<file path="src/rtl/issue_scoreboard.sv">
// rtl/issue_scoreboard.sv - decode/issue stage with busy scoreboard, RAW/WAW stall, writeback bypass
module issue_scoreboard #(
  parameter int XLEN        = 32,
  parameter int STALL_CNT_W = 16
) (
  input  logic                   clock,
  input  logic                   reset,
  input  logic                   in_valid,
  output logic                   in_ready,
  input  logic [31:0]            in_instr,
  input  logic [XLEN-1:0]        in_pc,
  output logic [4:0]             read_reg1,
  output logic [4:0]             read_reg2,
  input  logic [XLEN-1:0]        reg1_value,
  input  logic [XLEN-1:0]        reg2_value,
  input  logic                   wb_valid,
  input  logic [4:0]             wb_reg,
  input  logic [XLEN-1:0]        wb_data,
  input  logic                   flush,
  output logic                   issue_valid,
  input  logic                   issue_ready,
  output logic [31:0]            issue_instr,
  output logic [XLEN-1:0]        issue_pc,
  output logic [XLEN-1:0]        issue_op1,
  output logic [XLEN-1:0]        issue_op2,
  output logic [4:0]             issue_rd,
  output logic                   issue_illegal,
  output logic [STALL_CNT_W-1:0] stall_count
);

  logic [31:0]            busy_q, busy_d;
  logic                   issue_valid_q, issue_valid_d;
  logic [31:0]            issue_instr_q;
  logic [XLEN-1:0]        issue_pc_q, issue_op1_q, issue_op2_q;
  logic [4:0]             issue_rd_q;
  logic                   issue_illegal_q;
  logic [STALL_CNT_W-1:0] stall_count_q;

  logic [4:0]      rs1, rs2, rd;
  logic [6:0]      opcode;
  logic            use_rs1, use_rs2, use_rd, illegal;
  logic            rd_wr;
  logic [31:0]     wb_mask, eff_busy;
  logic            hazard, accept;
  logic [XLEN-1:0] op1, op2;

  assign opcode    = in_instr[6:0];
  assign rs1       = in_instr[19:15];
  assign rs2       = in_instr[24:20];
  assign rd        = in_instr[11:7];
  assign read_reg1 = rs1;
  assign read_reg2 = rs2;

  always_comb begin
    use_rs1 = 1'b0;
    use_rs2 = 1'b0;
    use_rd  = 1'b0;
    illegal = 1'b0;
    unique case (opcode)
      7'b0110011:                         begin use_rs1 = 1'b1; use_rs2 = 1'b1; use_rd = 1'b1; end
      7'b0010011, 7'b0000011, 7'b1100111: begin use_rs1 = 1'b1; use_rd = 1'b1; end
      7'b0100011, 7'b1100011:             begin use_rs1 = 1'b1; use_rs2 = 1'b1; end
      7'b1101111, 7'b0110111, 7'b0010111: use_rd = 1'b1;
      default:                            illegal = 1'b1;
    endcase
  end

  // x0 is never marked busy, so a zero source or destination can never raise a hazard.
  assign rd_wr    = use_rd && (rd != 5'd0);
  assign wb_mask  = wb_valid ? (32'd1 << wb_reg) : 32'd0;
  assign eff_busy = busy_q & ~wb_mask;
  assign hazard   = in_valid && ((use_rs1 && eff_busy[rs1]) ||
                                 (use_rs2 && eff_busy[rs2]) ||
                                 (use_rd  && eff_busy[rd]));
  assign in_ready = !hazard && (!issue_valid_q || issue_ready) && !flush;
  assign accept   = in_valid && in_ready;

  always_comb begin
    op1 = '0;
    op2 = '0;
    if (use_rs1) op1 = (wb_valid && wb_reg == rs1 && rs1 != 5'd0) ? wb_data : reg1_value;
    if (use_rs2) op2 = (wb_valid && wb_reg == rs2 && rs2 != 5'd0) ? wb_data : reg2_value;
  end

  // Writeback clear first, then the new destination set, so a same-register collision stays busy.
  always_comb begin
    busy_d = busy_q & ~wb_mask;
    if (accept && rd_wr) busy_d = busy_d | (32'd1 << rd);
  end

  always_comb begin
    issue_valid_d = issue_valid_q;
    if (flush)            issue_valid_d = 1'b0;
    else if (accept)      issue_valid_d = 1'b1;
    else if (issue_ready) issue_valid_d = 1'b0;
  end

  always_ff @(posedge clock) begin
    if (reset) begin
      busy_q          <= '0;
      issue_valid_q   <= 1'b0;
      issue_instr_q   <= '0;
      issue_pc_q      <= '0;
      issue_op1_q     <= '0;
      issue_op2_q     <= '0;
      issue_rd_q      <= '0;
      issue_illegal_q <= 1'b0;
      stall_count_q   <= '0;
    end else begin
      busy_q        <= busy_d;
      issue_valid_q <= issue_valid_d;
      if (accept) begin
        issue_instr_q   <= in_instr;
        issue_pc_q      <= in_pc;
        issue_op1_q     <= op1;
        issue_op2_q     <= op2;
        issue_rd_q      <= rd_wr ? rd : 5'd0;
        issue_illegal_q <= illegal;
      end
      if (hazard && !flush && !(&stall_count_q))
        stall_count_q <= stall_count_q + 1'b1;
    end
  end

  assign issue_valid   = issue_valid_q;
  assign issue_instr   = issue_instr_q;
  assign issue_pc      = issue_pc_q;
  assign issue_op1     = issue_op1_q;
  assign issue_op2     = issue_op2_q;
  assign issue_rd      = issue_rd_q;
  assign issue_illegal = issue_illegal_q;
  assign stall_count   = stall_count_q;

endmodule

</file>
<file path="config.mk">
export PLATFORM = sky130hd
export DESIGN_NAME = issue_scoreboard
export DESIGN_NICKNAME = d
export VERILOG_FILES = /design/src/rtl/issue_scoreboard.sv
export SDC_FILE = /design/constraint.sdc
export NUM_CORES = 1
export LEC_CHECK = 0
export BUFFER_PORTS_ARGS = -buffer_cell sky130_fd_sc_hd__buf_4
export CAP_MARGIN = 10
export CORE_ASPECT_RATIO = 0.75
export CORE_MARGIN = 5
export CORE_UTILIZATION = 50
export DETAILED_ROUTE_END_ITERATION = 10
export PLACE_DENSITY = 0.81
export SLEW_MARGIN = 5
export SYNTH_ARGS = -nofsm -noshare
export SYNTH_HDL_FRONTEND = slang
export SYNTH_SLANG_ARGS = --single-unit
export TNS_END_PERCENT = 10
</file>
<file path="constraint.sdc">
create_clock -name clock -period 3.45 [get_ports clock]
set_input_delay 0.1725 -clock clock [delete_from_list [all_inputs] [get_ports clock]]
set_output_delay 0.1725 -clock clock [all_outputs]
set_load 0.01 [all_outputs]
</file>
==> flow_summary.ini, run 1 <==
[clock_network]
cts_sinks = 183
post_cts_buffers = 0
cts_buffer_depth = 2
path_clk_slew_ns = 0.08
insertion_delay_ns = 0.43
tritoncts = done
htree_levels = 4
numCtsBuffers = 17
root_buffer = clkbuf_16

[sta]
period_share_pct = 94.3
worst_pin_slew_ns = 0.920
min_period_ns = 3.25
fmax_mhz = 308
tns_ns = 0
fin_ws_ns = 0.198
setup_violations = 0
slew_viol_final = 0
hold_violations = 0
skew_ns = 0.0185
rsz0062_at_grt = false
slew_headroom_pct = 38.7

[synth]
synth.area.mux_share_pct = 18.8
yosysSeqAreaShare_pct = 40.6
synthArstFlopShare_pct = 0
synthFlopType = dfxtp_1
yosys_warnings = 0
synth_fa_ha_area_share_pct = 0.139
yosys.area.top_type = dfxtp_1
synth_top_area_share_pct = 40.6
yosys_register_bits = 183
synthXorXnorAreaFrac_pct = 1.26
synth_area_sq_um = 9020
synth_edf_count = 0
synth_top_family_by_area = multiplexers
yosys.area_share.simple_pct = 18.2
synth_area_leaders = dfxtp_1 (41%), mux2i_1 (16%), nand3b_1 (5.9%), o31ai_1 (5.8%), nor2_1 (4.0%)
synth_compound_area_share_pct = 15.5
synth_cell_type_count = 62
synthesis.nets = 1137
avgSynthCellArea_sq_um = 9.35
synthCells = 965

[layout]
final_cell_area_sq_um = 12800
antenna_cells = 0
final_cell_mix = buf_4 (369), dfxtp_1 (183), mux2i_1 (142)
final_common_cell = buf_4
nNetsFinal = 1475
layout-drive-gt1-share_pct = 32.6
areaGrowthSynthToFinish_pct = 41.5

[critical_path]
end_kind = flop
path_max_fanout = 43
critical_path_arrival_ns = 3.55
crit_path_start_kind = primary input
cp.required_ns = 3.74
path_class = primary input to flop

[placement]
dpl_cell_area_sq_um = 11800
gp_congestion = 0.990
portBuffers = 332
hpwlAfterDp_um = 24600
dp_slack_ns = 0.0932

[global_routing]
use_met2_pct = 48.3
top_usage_layer = met2
grt_pass1_wl_um = 51300
met3_usage_pct = 11.1
gr-total-overflow = 0
antenna_found_initial = 0
grt_util_met1_pct = 41.0
grtUsageTotal_pct = 31.3
grt_pass1_vias = 9032
grt_max_degree = 88

[die]
die_h_um = 126
die_x_um = 165
initial_utilization_pct = 50.9
row_count = 42
io_pins = 333
dieArea_sq_um = 20900
core_area_sq_um = 17700

[routing]
routed_wirelength_um = 34400
drc = 0
ant_nets = 0
drt_iter0_markers = 949
dr.pass1.iters = 5
drt-vias-per-instance = 5.94
wl_per_cell_um = 22.1
vias = 9252

[pwr]
cellPowerDensity_nw_per_um2 = 381
ir_drop_mv = 0.281
leakage_nw = 5.71

[outcome]
status = completed

[hold_path]
hp-class = primary input to flop

[flow_run]
max_cap_violations = 0
-- critical path: stages --
cell and delay [ns]:
dlygate4sd3_1 0.53, buf_4 0.11, nand2_1 0.10, nor3_1 0.22
nand3_1 0.36, a211oi_1 0.50, nand4_2 0.23, o311ai_4 0.12
or3_4 0.23, buf_4 0.55, mux2i_1 0.32, nor2_1 0.07
-- cell families (layout without fill, tap and decap cells) --
family | Yosys count | count (layout)
adders and majority gates | 1 | 1
AOI/OAI and AO/OA | 207 | 207
xor gates and xnor gates | 13 | 13
DFF | 183 | 183
muxes | 155 | 155
buffers and inverters | 111 | 461
and+or+nand+nor | 295 | 295
-- power by group --
group          internal (mW)  switching (mW)  leakage (nW)
combinational          0.360           0.384          3.94
sequential              2.15          0.0256          1.48
clock                   1.03           0.914         0.288
total                   3.54            1.32          5.71
-- layout make-up --
| class | count | area (sq um) |
|---|---|---|
| Clock buffer | 17 | 425 |
| Clock inverter | 14 | 160 |
| Fill cell | 1304 | 4940 |
| Inverter | 14 | 52.6 |
| Multi-Input combinational cell | 671 | 4880 |
| Sequential cell | 183 | 3660 |
| Tap cell | 242 | 303 |
| Timing Repair Buffer | 416 | 3280 |
-- stage by stage --
stage               hold slack (ns)  power, mW  util (%)  std cells
global route                 0.0309       5.02      72.1       1557
floorplan                     0.251       2.56         -        965
finish                       0.0195       4.87      72.1       1557
CTS                          0.0104       4.86      72.1       1557
detailed placement            0.363       2.91      66.4       1483
global placement              0.362       2.90      66.4       1483
-- timing repair --
item / CTS / global route
resized for setup: 0 / 0
hold buffers: 43 / 0
endpoints found under the hold margin: 43 / 0
-- layer usage --
| metal | vias to the layer above | share of wire [%] |
|---|---|---|
| li1 | 4245 | - |
| met1 | 4394 | 40 |
| met2 | 526 | 45 |
| met3 | 87 | 12 |
| met4 | 0 | 3.1 |
| met5 | - | 0 |
-- synth_stat cells, drive strengths merged, types with 5 or more instances --
master	instances
a21oi	20
and3	6
buf	32
clkbuf	65
dfxtp	183
inv	13
mux2i	142
mux4	11
nand2	29
nand2b	6
nand3	20
nand3b	71
nand4	12
nand4b	6
nor2	95
nor2b	5
nor3	12
o211ai	6
o21ai	48
o22ai	31
o31ai	70
or3	10
or4	6
xor2	10
-- flip-flops by register name, indices dropped and copies added (netlist names) --
register / count
busy_q: 32
issue_op1: 32
issue_instr: 32
issue_illegal: 1
issue_op2: 32
issue_rd: 5
stall_count: 16
issue_valid: 1
issue_pc: 32
-- worst paths after layout --
kind | start | cells after the start | slack, ns | to
setup / recovery | in_instr[1] | 12 | 0.20 | issue_pc[13]$_SDFFE_PP0P_
hold / removal | in_pc[7] | 3 | 0.02 | issue_pc[7]$_SDFFE_PP0P_
setup reg to reg | busy_q[5]$_SDFF_PP0_ | 10 | 0.45 | issue_pc[13]$_SDFFE_PP0P_
hold reg to reg | issue_op2[18]$_SDFFE_PP0P_ | 2 | 0.49 | issue_op2[18]$_SDFFE_PP0P_
(Power assumes the default switching activity.)
==> run 2, diff against run 1 <==
- BUFFER_PORTS_ARGS: -buffer_cell sky130_fd_sc_hd__buf_4 -> not set
- CORE_AREA: not set -> 2 2 129 131
- CORE_ASPECT_RATIO: 0.75 -> not set
- CORE_MARGIN: 5 -> not set
- CORE_UTILIZATION: 50 -> not set
- DIE_AREA: not set -> 0 0 131 133
- DONT_BUFFER_PORTS: not set -> 1
- PLACE_DENSITY: 0.81 -> 0.72
==> flow_summary.ini, run 2 (synthesis results as in run 1) <==
[outcome]
status = finished, violations left
violations = hold timing

[placement]
dpl_cell_area_sq_um = 9050
dp_slack_ns = 0.151
hpwlAfterDp_um = 19100
gp_congestion = 0.967
portBuffers = 0

[routing]
drt_iter0_markers = 745
dr.pass1.iters = 5
ant_nets = 0
vias = 8413
drc = 0
drt-vias-per-instance = 6.54
routed_wirelength_um = 31500
wl_per_cell_um = 24.5

[critical_path]
path_max_fanout = 41
end_kind = flop
startpoint = wb_reg[0]
r2r_end = issue_valid$_SDFFE_PP0P_
regToRegStartpoint = busy_q[13]$_SDFF_PP0_
path_class = primary input to flop
critical_path_arrival_ns = 3.67
worstSetupEndpoint = issue_valid$_SDFFE_PP0P_
cp.required_ns = 3.82
crit_path_start_kind = primary input
regToRegSetupSlack_ns = 0.21
rr_worst_depth = 9

[sta]
rsz0062_at_grt = false
period_share_pct = 95.9
tns_ns = 0
slew_viol_final = 0
skew_ns = 0.0153
fin_ws_ns = 0.143
slew_headroom_pct = 27.3
setup_violations = 0
worst_pin_slew_ns = 1.09
hold_violations = 1
fmax_mhz = 302
min_period_ns = 3.31
fin_hold_ws_ns = -0.00458

[pwr]
p_clk_share_pct = 42.8
cellPowerDensity_nw_per_um2 = 426
leakage_nw = 4.36
p_sw_share_pct = 24.9
seqPwrFrac_pct = 46.6
combPwrFrac_pct = 10.6
intPower_mw = 3.56
switching_power_mw = 1.18
p_total_mw = 4.74
ir_drop_mv = 0.369

[global_routing]
grt_max_degree = 187
grtUsageTotal_pct = 35.3
grt_pass1_wl_um = 46900
grt_pass1_vias = 8328
gr-total-overflow = 0
antenna_found_initial = 2

[layout]
nNetsFinal = 1224
multi_input_area_sq_um = 4880
final_cell_mix = dfxtp_1 (183), mux2i_1 (142), dlygate4sd3_1 (142)
areaGrowthSynthToFinish_pct = 23.1
layout-drive-gt1-share_pct = 7.32
seqCellArea_sq_um = 3660
final_cell_area_sq_um = 11100
final_util_pct = 68.7
fillers = 1205
final_common_cell = dfxtp_1

[die]
io_pins = 333
die_h_um = 133
row_count = 47
initial_utilization_pct = 55.8
core_area_sq_um = 16200
dieArea_sq_um = 17400
die_x_um = 131

[clock_network]
tritoncts = done
cts_buffer_depth = 2
path_clk_slew_ns = 0.07
numCtsBuffers = 17
cts_sinks = 183
post_cts_buffers = 0
insertion_delay_ns = 0.43
htree_levels = 4
root_buffer = clkbuf_16

[hold_path]
hp-class = primary input to flop

[flow_run]
max_cap_violations = 0
-- run 2: cell count changes in the layout (fill, tap and decap cells not counted), sizes merged --
cell | before | now
diode | 0 | 1
clkbuf | 17 | 19
bufinv | 1 | 3
buf | 373 | 23
clkinv | 7 | 6
inv | 20 | 17
dlygate4sd3 | 43 | 142
clkinvlp | 0 | 1
-- run 2: metal layers --
layer | vias to the layer above | part of all wire (%) | routed length [um] | track usage, %
met5 | - | 0.032 | 10 | 0
met4 | 2 | 5.3 | 1670 | 19.1
met3 | 136 | 11 | 3410 | 14.2
met2 | 550 | 48 | 15100 | 56.7
met1 | 3997 | 36 | 11300 | 39.8
li1 | 3728 | - | - | -
-- run 2: worst min-delay path by stage --
stage | from | endpoint | slack [ns] | depth (start not counted)
finish | wb_data[28] | issue_op2[28]$_SDFFE_PP0P_ | -0.005 | 2
CTS | wb_data[22] | issue_op2[22]$_SDFFE_PP0P_ | 0.0006 | 2
global placement | flush | issue_valid$_SDFFE_PP0P_ | 0.25 | 1
detailed placement | flush | issue_valid$_SDFFE_PP0P_ | 0.26 | 1
floorplan | flush | issue_valid$_SDFFE_PP0P_ | 0.25 | 1
global route | reg2_value[17] | issue_op2[17]$_SDFFE_PP0P_ | 0.003 | 2
-- run 2: through the flow --
step           hold WS, ns  instances
3_5_place_dp         0.256       1110
6_report          -0.00458       1286
3_3_place_gp         0.254       1110
5_1_grt            0.00300       1286
2_1_floorplan        0.251        965
4_1_cts           0.000618       1283
-- run 2: critical path, cell delays in order --
cell and delay [ns]:
nand2b_1 0.34, o21ai_0 0.47, mux4_2 0.32, nor2_1 0.04
or3_1 0.35, a32o_1 0.28, or3_4 0.48, buf_4 0.31
a211oi_1 0.29, dlygate4sd3_1 0.59
-- run 2: timing repair --
item | 4_1_cts | 5_1_grt
resized for setup | 0 | 2
endpoints found under the setup margin | 0 | 1
endpoints found under the hold margin | 183 | 2
hold buffers | 141 | 2
-- run 2: cell type report --
class                           instances  share of cell area, %
Tap cell                              220                   2.48
Timing Repair Buffer                  165                   14.7
Antenna cell                            1                 0.0225
Multi-Input combinational cell        671                   44.0
Clock buffer                           19                   3.90
Inverter                               14                  0.473
Clock inverter                         13                   1.51
Sequential cell                       183                   33.0
-- run 2: power groups by stage --
stage,registers (mW),logic (mW),clock network [mW]
6_report,2.21,0.503,2.02
5_1_grt,2.21,0.531,2.13
4_1_cts,2.21,0.478,2.04
3_5_place_dp,2.25,0.306,0
3_3_place_gp,2.25,0.303,0
2_1_floorplan,2.24,0.314,0
==> run 3, diff against run 2 <==
- REMOVE_ABC_BUFFERS: not set -> 1
==> flow_summary.ini, run 3 (synthesis results as in run 1) <==
[critical_path]
crit_family = buffers and inverters
worstPathBufferInverterCount = 2
critPathMaxStageDelay_ns = 0.58
cp.depth = 9
cp_cell_sequence = o21ai_0 -> mux4_2 -> o21a_1 -> o311ai_4 -> or3_4 -> buf_12 -> mux2i_1 -> nor2_1 -> dlygate4sd3_1
cp.required_ns = 3.77
path_class = flop to flop
regToRegStartpoint = busy_q[23]$_SDFF_PP0_
crit_path_start_kind = flop
path_max_fanout = 45
r2r_end = issue_pc[21]$_SDFFE_PP0P_
critPathSlowestCell = dlygate4sd3_1
regToRegSetupSlack_ns = 0.22
rr_worst_depth = 9
critical_path_arrival_ns = 3.55
end_kind = flop

[layout]
fillers = 1160
final_cell_mix = dfxtp_1 (183), dlygate4sd3_1 (165), mux2i_1 (142)
final_cell_area_sq_um = 11400
nNetsFinal = 1251
areaGrowthSynthToFinish_pct = 26.4
layout-drive-gt1-share_pct = 7.69
final_util_pct = 70.5
final_common_cell = dfxtp_1

[placement]
gp_congestion = 0.956
dpl_cell_area_sq_um = 9070
portBuffers = 0
hpwlAfterDp_um = 18000
dp_slack_ns = 0.222

[sta]
worst_pin_slew_ns = 0.907
fin_hold_ws_ns = -0.00810
period_share_pct = 93.5
skew_ns = 0.0117
fmax_mhz = 310
slew_viol_final = 0
slew_headroom_pct = 39.6
fin_ws_ns = 0.223
rsz0062_at_grt = false
hold_violations = 1
min_period_ns = 3.23
setup_violations = 0

[hold_path]
hp-class = primary input to flop
hp-start = wb_data[26]
whs_endpoint = issue_op1[26]$_SDFFE_PP0P_
hold_path_depth = 2

[clock_network]
cts_resized = 0
insertion_delay_ns = 0.43
path_clk_slew_ns = 0.08
numCtsBuffers = 17
cts_buffer_depth = 2
root_buffer = clkbuf_16
cts_sinks = 183
tritoncts = done
htree_levels = 4

[global_routing]
antenna_found_initial = 2
grt_pass1_vias = 8408
gr-total-overflow = 0
grt_max_degree = 186
grtUsageTotal_pct = 34.0
grt_pass1_wl_um = 46200

[die]
row_count = 47
io_pins = 333
dieArea_sq_um = 17400
die_h_um = 133
initial_utilization_pct = 55.8
core_area_sq_um = 16200
die_x_um = 131

[pwr]
leakage_nw = 4.48
ir_drop_mv = 0.356
cellPowerDensity_nw_per_um2 = 419

[routing]
drt_iter0_markers = 809
drc = 2
ant_nets = 0
wl_per_cell_um = 23.3
dr.pass1.iters = 8
routed_wirelength_um = 30700
vias = 8485
drt-vias-per-instance = 6.45

[outcome]
violations = DRC, hold timing
status = finished, violations left

[flow_run]
max_cap_violations = 0
==> run 3: cell count changes in the layout (fill, tap and decap cells not counted), moves of 2 or more <==
cell,change
buf_4,+4
clkbuf_1,-2
clkinv_2,-2
diode_2,+2
dlygate4sd3_1,+23
inv_8,+4
==> run 3: power breakdown <==
| part | switching [mW] | internal, mW | total, mW |
|---|---|---|---|
| clock network | 0.925 | 1.13 | 2.05 |
| registers | 0.0548 | 2.15 | 2.21 |
| logic | 0.250 | 0.271 | 0.522 |
==> run 3: layout make-up <==
cell class | instances | area (sq um) | share of cell area [%]
timing repair buffer | 192 | 1900 | 16.7
antenna | 3 | 7.51 | 0.0658
tap | 220 | 275 | 2.41
multi-input combinational | 671 | 4880 | 42.8
clock inverter | 14 | 181 | 1.59
inverter | 14 | 52.6 | 0.461
clock buffer | 18 | 439 | 3.85
sequential | 183 | 3660 | 32.1
==> run 3: layer usage <==
metal | global-route usage [%] | vias up | routed length [um]
li1 | - | 3793 | -
met1 | 39.6 | 4005 | 11500
met4 | 19.1 | 0 | 1590
met2 | 54.1 | 553 | 14300
met5 | 0 | - | 0
met3 | 11.4 | 134 | 3290
==> run 3: per-stage QoR <==
| stage | TNS (ns) | hold WS, ns | cells | power (mW) |
|---|---|---|---|---|
| 6_report | 0 | -0.00810 | 1315 | 4.78 |
| 2_1_floorplan | -510.51 | 0.242 | 868 | 2.50 |
| 4_1_cts | 0 | 0.0000486 | 1308 | 4.77 |
| 3_5_place_dp | 0 | 0.255 | 1111 | 2.56 |
| 5_1_grt | 0 | 0.000352 | 1314 | 4.92 |
| 3_3_place_gp | 0 | 0.252 | 1111 | 2.55 |
==> run 3: worst max path at each step <==
stage	from	end	slack [ns]
global route	busy_q[13]$_SDFF_PP0_	issue_pc[21]$_SDFFE_PP0P_	0.05
global placement	wb_reg[2]	busy_q[5]$_SDFF_PP0_	0.31
detailed placement	wb_reg[2]	busy_q[13]$_SDFF_PP0_	0.22
finish	busy_q[23]$_SDFF_PP0_	issue_pc[21]$_SDFFE_PP0P_	0.22
CTS	busy_q[13]$_SDFF_PP0_	issue_pc[21]$_SDFFE_PP0P_	0.11
floorplan	wb_reg[0]	busy_q[5]$_SDFF_PP0_	-3.28
==> run 3: what timing repair did <==
item	4_1_cts	5_1_grt
setup buffers	0	3
hold buffers	165	1
endpoints found under the setup margin	0	1
hold endpoints to repair	183	1
